$ cat config.mk
export PLATFORM = sky130hd
export DESIGN_NAME = branch_redirect_ctrl
export DESIGN_NICKNAME = d
export VERILOG_FILES = /design/src/rtl/branch_redirect_ctrl.sv
export SDC_FILE = /design/constraint.sdc
export NUM_CORES = 1
export LEC_CHECK = 0
export ABC_AREA = 1
export BUFFER_PORTS_ARGS = -buffer_cell sky130_fd_sc_hd__buf_4
export CAP_MARGIN = 30
export CORE_MARGIN = 3
export CORE_UTILIZATION = 47
export DETAILED_ROUTE_END_ITERATION = 12
export PLACE_DENSITY_LB_ADDON = 0.05
export RECOVER_POWER = 50
export SLEW_MARGIN = 30
export SYNTH_ARGS = -nofsm -noshare
export SYNTH_HDL_FRONTEND = slang
export SYNTH_SLANG_ARGS = --single-unit
$ cat constraint.sdc
create_clock -name clk -period 2.54 [get_ports clk]
set_input_delay 0.381 -clock clk [delete_from_list [all_inputs] [get_ports clk]]
set_output_delay 0.381 -clock clk [all_outputs]
set_load 0.01 [all_outputs]
$ cat src/rtl/branch_redirect_ctrl.sv
// Front-end redirect sequencer: latches a resolved taken branch/jump target, runs the
// PC-select handshake with IF, then flushes the wrong-path fetches. Optional BRANCH_PERF_EN
// adds saturating resolved/taken counters.
module branch_redirect_ctrl #(
  parameter int unsigned FLUSH_CYCLES = 2,
  parameter int unsigned CNT_WIDTH    = 16
) (
  input  logic                 clk,
  input  logic                 rst,
  input  logic                 branch_valid,
  input  logic                 branchN,
  input  logic                 jump,
  input  logic                 ex_stall,
  input  logic [31:0]          target,
  input  logic                 ifetch_ready,
  output logic                 pc_redirect,
  output logic [31:0]          redirect_pc,
  output logic                 flush_if_id,
  output logic                 flush_id_ex,
  output logic                 busy,
  output logic                 misalign,
  output logic [CNT_WIDTH-1:0] branch_cnt,
  output logic [CNT_WIDTH-1:0] taken_cnt
);

  localparam int unsigned FC_W = 3;
  localparam int unsigned PC_W = 32;

  typedef enum logic [1:0] {
    IDLE     = 2'd0,
    REDIRECT = 2'd1,
    FLUSH    = 2'd2
  } state_e;

  state_e          state_q;
  state_e          state_d;
  logic [FC_W-1:0] cnt_q;
  logic [FC_W-1:0] cnt_d;

  logic            pc_redirect_d;
  logic [PC_W-1:0] redirect_pc_d;
  logic            flush_if_id_d;
  logic            flush_id_ex_d;
  logic            busy_d;
  logic            misalign_d;

  logic accept_c;
  logic taken_c;
  logic aligned_c;
  logic redirect_go_c;
  logic handshake_c;
  logic flush_last_c;

  // Resolution is only sampled in IDLE; anything seen while busy is wrong-path.
  assign accept_c      = (state_q == IDLE) && branch_valid && !ex_stall;
  assign taken_c       = accept_c && (branchN || jump);
  assign aligned_c     = (target[1:0] == 2'b00);
  assign redirect_go_c = taken_c && aligned_c;
  assign handshake_c   = (state_q == REDIRECT) && pc_redirect && ifetch_ready;
  assign flush_last_c  = (cnt_q <= FC_W'(1));

  // State, flush counter and registered outputs.
  always_ff @(posedge clk or posedge rst) begin
    if (rst) begin
      state_q     <= IDLE;
      cnt_q       <= '0;
      pc_redirect <= 1'b0;
      redirect_pc <= '0;
      flush_if_id <= 1'b0;
      flush_id_ex <= 1'b0;
      busy        <= 1'b0;
      misalign    <= 1'b0;
    end else begin
      state_q     <= state_d;
      cnt_q       <= cnt_d;
      pc_redirect <= pc_redirect_d;
      redirect_pc <= redirect_pc_d;
      flush_if_id <= flush_if_id_d;
      flush_id_ex <= flush_id_ex_d;
      busy        <= busy_d;
      misalign    <= misalign_d;
    end
  end

  // Next-state and flush-counter sequencing.
  always_comb begin
    state_d = state_q;
    cnt_d   = cnt_q;
    unique case (state_q)
      IDLE: begin
        cnt_d = '0;
        if (redirect_go_c) begin
          state_d = REDIRECT;
        end
      end
      REDIRECT: begin
        if (handshake_c) begin
          state_d = FLUSH;
          cnt_d   = FC_W'(FLUSH_CYCLES);
        end
      end
      FLUSH: begin
        if (flush_last_c) begin
          state_d = IDLE;
          cnt_d   = '0;
        end else begin
          cnt_d = cnt_q - FC_W'(1);
        end
      end
      default: begin
        state_d = IDLE;
        cnt_d   = '0;
      end
    endcase
  end

  // Output values for the cycle after this one.
  always_comb begin
    pc_redirect_d = 1'b0;
    redirect_pc_d = redirect_pc;
    flush_if_id_d = 1'b0;
    flush_id_ex_d = 1'b0;
    busy_d        = 1'b0;
    misalign_d    = 1'b0;
    unique case (state_q)
      IDLE: begin
        if (redirect_go_c) begin
          pc_redirect_d = 1'b1;
          redirect_pc_d = target;
          flush_if_id_d = 1'b1;
          flush_id_ex_d = 1'b1;
          busy_d        = 1'b1;
        end else if (taken_c) begin
          misalign_d = 1'b1;
        end
      end
      REDIRECT: begin
        // ID/EX squash is a single pulse on entry; IF/ID squash covers the whole wait.
        pc_redirect_d = !handshake_c;
        flush_if_id_d = 1'b1;
        busy_d        = 1'b1;
      end
      FLUSH: begin
        if (!flush_last_c) begin
          flush_if_id_d = 1'b1;
          busy_d        = 1'b1;
        end
      end
      default: begin
        pc_redirect_d = 1'b0;
      end
    endcase
  end

`ifdef BRANCH_PERF_EN
  // Saturating performance counters, cleared only by reset.
  always_ff @(posedge clk or posedge rst) begin
    if (rst) begin
      branch_cnt <= '0;
      taken_cnt  <= '0;
    end else begin
      if (accept_c && !(&branch_cnt)) begin
        branch_cnt <= branch_cnt + CNT_WIDTH'(1);
      end
      if (redirect_go_c && !(&taken_cnt)) begin
        taken_cnt <= taken_cnt + CNT_WIDTH'(1);
      end
    end
  end
`else
  assign branch_cnt = '0;
  assign taken_cnt  = '0;
`endif

endmodule

Yosys cells after proc, flatten, opt, wreduce, memory -nomap -nowiden
Index checks and enable logic that the tools add are counted.
Word-level totals
  output and inout bits: 69
  register bits after elaboration: 41
  word-level logic and storage cells: 42
  bits of input ports: 39
Operators by class
  add/subtract/negate cells: 1
  reductions and logical operators: 13
  $lt $le $gt $ge: 1
  mux-type cells: 15
  eq/ne operators: 5
Operators with widths (count)
  logical AND 1 bit: 6
  two-way mux 1 bit: 6
  two-way mux 2 bit: 3
  two-way mux 3 bit: 2
  inequality test 2 bit (second input constant): 3
  one-hot mux 2 bit (3 select lines): 1
  one-hot mux 3 bit (2 select lines): 1
  logical NOT 2 bit: 2
  <= comparator 3 x 1 -> 1 bit (second input constant): 1
  one-hot mux 1 bit (3 select lines): 1
  AND reduction 3 bit: 1
  subtractor 3 x 1 -> 3 bit (second input constant): 1
  == test 2 x 1 -> 1 bit (second input constant): 1
  == test 2 bit (second input constant): 1
  logical NOT 1 bit: 2
  one-hot mux 1 bit (2 select lines): 1
  AND reduction 2 bit: 1
  logical OR 1 bit: 1

Logic depth before layout (Yosys ltp)
  depth in word-level cells: 7
  gate-level depth with buffers: 9
  mapped depth without buffers: 9

Least setup slack after synthesis
OpenSTA, ideal clock, no wires.
  path type: reg2reg
  from: reg state_q[0]
  to: reg redirect_pc[31]
  arrival: 1.235 ns
  stages on the path, launching flop included: 9
  slack: 1.188 ns
  library setup time: 0.116 ns
  required time: 2.424 ns
  period minus slack after synthesis: 1.352 ns
  path buffers: 1
  path through: dfrtp_1 > inv_1 > ha_1 > nand2_1 > nor2_2 > nand3_4 > buf_2 > nand2_1 > nand2_1
On the way
  longest elaborated chain between the ends: 6
RTL lines
  from (decl): line 35  | state_e state_q;
  from (signal assigned): line 74  | state_q <= state_d;
  logical NOT 2 bit (*): line 55, 125
  logical AND 1 bit (2 in a row): line 55  | assign accept_c = (state_q == IDLE) && branch_valid && !ex_stall;
  logical AND 1 bit: line 56  | assign taken_c = accept_c && (branchN || jump);
  logical AND 1 bit: line 58  | assign redirect_go_c = taken_c && aligned_c;
  AND reduction 2 bit (no source line) (*)
  to (signal assigned): line 77  | redirect_pc <= redirect_pc_d;
  to (decl): line 17  | output logic [31:0] redirect_pc,
Every way passes the cells marked *; elsewhere a longest branch is shown, timed or not.
A chain may end at the register's enable or synchronous reset.

Worst setup path after layout
  from: reg state_q[1]
  to: reg state_q[0]
On the way
  elaborated cells between the ends (all ways): 14
  classes of those cells: eq/ne (5); mux (1); reduce/logical (8)
RTL lines
  == test 2 bit, or another cell as far along: line 89  | unique case (state_q)
  one-hot mux 2 bit (3 select lines) (*): line 89
  named net state_d[0]: line 36  | state_e state_d;
The timed path passes the listed nets; every way through them passes the cells marked *.

==> flow_metrics.tcl <==
set metrics [dict create \
    fin_crit_sh_pct 69.3 \
    vias 1506 \
    synth_area_sq_mm 0.00194 \
    reg2reg_depth 8 \
    fin_area_sq_mm 0.00243 \
    drv_cap 0 \
    fp.dieH_microns 70.2 \
    cp.required_ns 2.77 \
    synth_common_cells "nand2_1 (108), dfrtp_1 (41), buf_4 (33)" \
    hold_path_class "input port to flip-flop" \
    area.growth.synth_to_final_pct 25.5 \
    ys_top_cells_by_area "dfrtp_1 (53%), nand2_1 (21%), buf_4 (13%)" \
    fp-row-count 22 \
    ys_ff_latch 41 \
    cts-resized-gates 0 \
    overflow 0 \
    grt.total_usage_pct 16.0 \
    die_w_microns 70.2 \
    worst_pin_slew_ns 1.29 \
    clkSinkCount 41 \
    async_flop_share_pct 100 \
    numCtsBuffers 5 \
    timing.fmax_mhz 568 \
    clock_path_buffers 2 \
    initial_utilization_pct 50.6 \
    yosys_warnings 0 \
    rsz0062_at_grt "no" \
    antenna_left 0 \
    hpwl_mm 2.83 \
    syn_inst 224 \
    setup_viol 0 \
    slew_headroom_pct 13.4 \
    yosysUniqueCellTypes 17 \
    r2r-start "state_q[1]" \
    synth.avg_cell_area_sq_um 8.65 \
    io_buffer_count 75 \
    io_pins 108 \
    r2r_end "state_q[0]" \
    utilization_pct 63.5 \
    ys_seq_area_share_pct 53.0 \
    status "finished, final reports clean" \
    grt_pass1_wl_mm 6.20 \
    synthFlopType "dfrtp_1" \
    setup_ws_ns 0.779 \
    first_pass_iters 4 \
    core_sq_mm 0.00383 \
    report.final.slew_viol_count 0 \
    synth_edf_count 0 \
    fill_cells 377 \
    avgRoutedWirePerCell_microns 11.1 \
    layout-drive-gt1-share_pct 23.0 \
    cts.clk_slew.worst_paths_ns 0.08 \
    whs_path_depth 3 \
    cts_tree "built" \
    vias_per_cell 4.33 \
    preCtsSetupSlack_ns 0.858 \
    start_kind "flip-flop" \
    drc 0 \
    p_leak_uw 0.00141 \
    h-tree-depth 2 \
    clock_skew_ns 0.00884 \
    nNetsFinal 344 \
    die-area_sq_mm 0.00493 \
    min_to "redirect_pc[24]" \
    root_buffer "clkbuf_8" \
    grt_pass1_vias 1366 \
    post-route-min-period_ns 1.76 \
    finalPower_uw 2390 \
    finalHoldViolCount 0 \
    reg2reg_setup_slack_ns 0.78 \
    totalWireLength_mm 3.88 \
    synth_most_common_cell "nand2_1" \
    postPlaceCellArea_sq_mm 0.00240 \
    crit_path_end_kind "flip-flop" \
    vdd_drop_max_mv 0.462 \
    worst-path-max-fanout 32 \
    min-delay-start "target[24]" \
    p_per_area_mw_per_mm2 985 \
    grt_max_degree 33 \
    worst-setup-path-type "flip-flop to flip-flop" \
    totalNegativeSetupSlack_ns 0 \
    cts_setup_buffers 0 \
    antenna_found_initial 0 \
    cts_hold_buf 0 \
    diodes 0 \
    yosys.area.top_type "dfrtp_1" \
    gp_congestion 0.729 \
    drt_iter0_markers 112 \
    cp.arrival_ns 1.99 \
    synth.top_cell.area_share_pct 53.0 \
    clkLatencyLatePin_ns 0.29 \
]
state kept, by name (all words and copies together) (netlist names):
register	flops
busy	1
cnt_q	3
flush_id_ex	1
misalign	1
pc_redirect	1
redirect_pc	32
state_q	2
per-stage QoR:
step,cells,hold slack [ns]
detailed placement,341,0.438
global route,348,0.270
finish,348,0.277
CTS,348,0.116
floorplan,255,0.475
global placement,341,0.456
kinds of logic after synthesis:
| family | after synthesis | synth area share, % |
|---|---|---|
| simple gates | 119 | 24.0 |
| buf+inv | 52 | 17.9 |
| flops | 41 | 53.0 |
| compound gates | 6 | 1.68 |
| fa+ha+maj | 5 | 3.23 |
| other cells | 1 | 0.194 |
worst max-delay path, stage by stage (launching register included):
cell and delay, ns:
dfrtp_1 0.42, inv_1 0.09, ha_1 0.19, nand2_1 0.06
nor2_1 0.20, nand3_4 0.18, clkinv_2 0.35, nand3_1 0.12
nand2_1 0.09
routing by layer:
| layer | track usage (%) | up-vias | wire length [microns] |
|---|---|---|---|
| li1 | - | 755 | - |
| met1 | 19.0 | 669 | 1550 |
| met2 | 26.2 | 77 | 1860 |
| met3 | 5.61 | 5 | 399 |
| met4 | 6.38 | 0 | 60 |
| met5 | 0 | - | 0 |
cell usage in the layout (no fill, tap or decap):
| cell type | count |
|---|---|
| clkinvlp_2 | 1 |
| bufinv_16 | 1 |
| a31oi_1 | 1 |
| o21ai_0 | 1 |
| inv_1 | 11 |
| clkbuf_1 | 18 |
| nor2_1 | 8 |
| clkbuf_4 | 1 |
| conb_1 | 32 |
| ha_1 | 5 |
| buf_4 | 58 |
| dfrtp_1 | 41 |
| clkbuf_8 | 5 |
| nand2_1 | 108 |
| nand3_1 | 2 |
| a21oi_1 | 3 |
| nand3_4 | 1 |
| o22ai_1 | 1 |
| clkinv_2 | 2 |
cell type report:
type / count / area [sq um] / share of cell area [%]
timing repair buffer: 77 / 510 / 21.0
sequential: 41 / 1030 / 42.2
multi-input combinational: 162 / 678 / 27.9
clock buffer: 5 / 68.8 / 2.83
inverter: 13 / 51.3 / 2.11
tap: 48 / 60.1 / 2.47
clock inverter: 2 / 35.0 / 1.44
power by group:
part,switching [uW],internal (uW)
logic,482,385
clock network,207,285
registers,141,892
worst max-delay path by stage:
stage	from	end	slack [ns]
global route	state_q[0]	state_q[0]	0.55
CTS	state_q[1]	state_q[0]	0.83
global placement	state_q[0]	state_q[0]	0.90
floorplan	state_q[0]	redirect_pc[31]	1.19
detailed placement	state_q[1]	state_q[0]	0.86
finish	state_q[1]	state_q[0]	0.78
(Power assumes the default switching activity.)
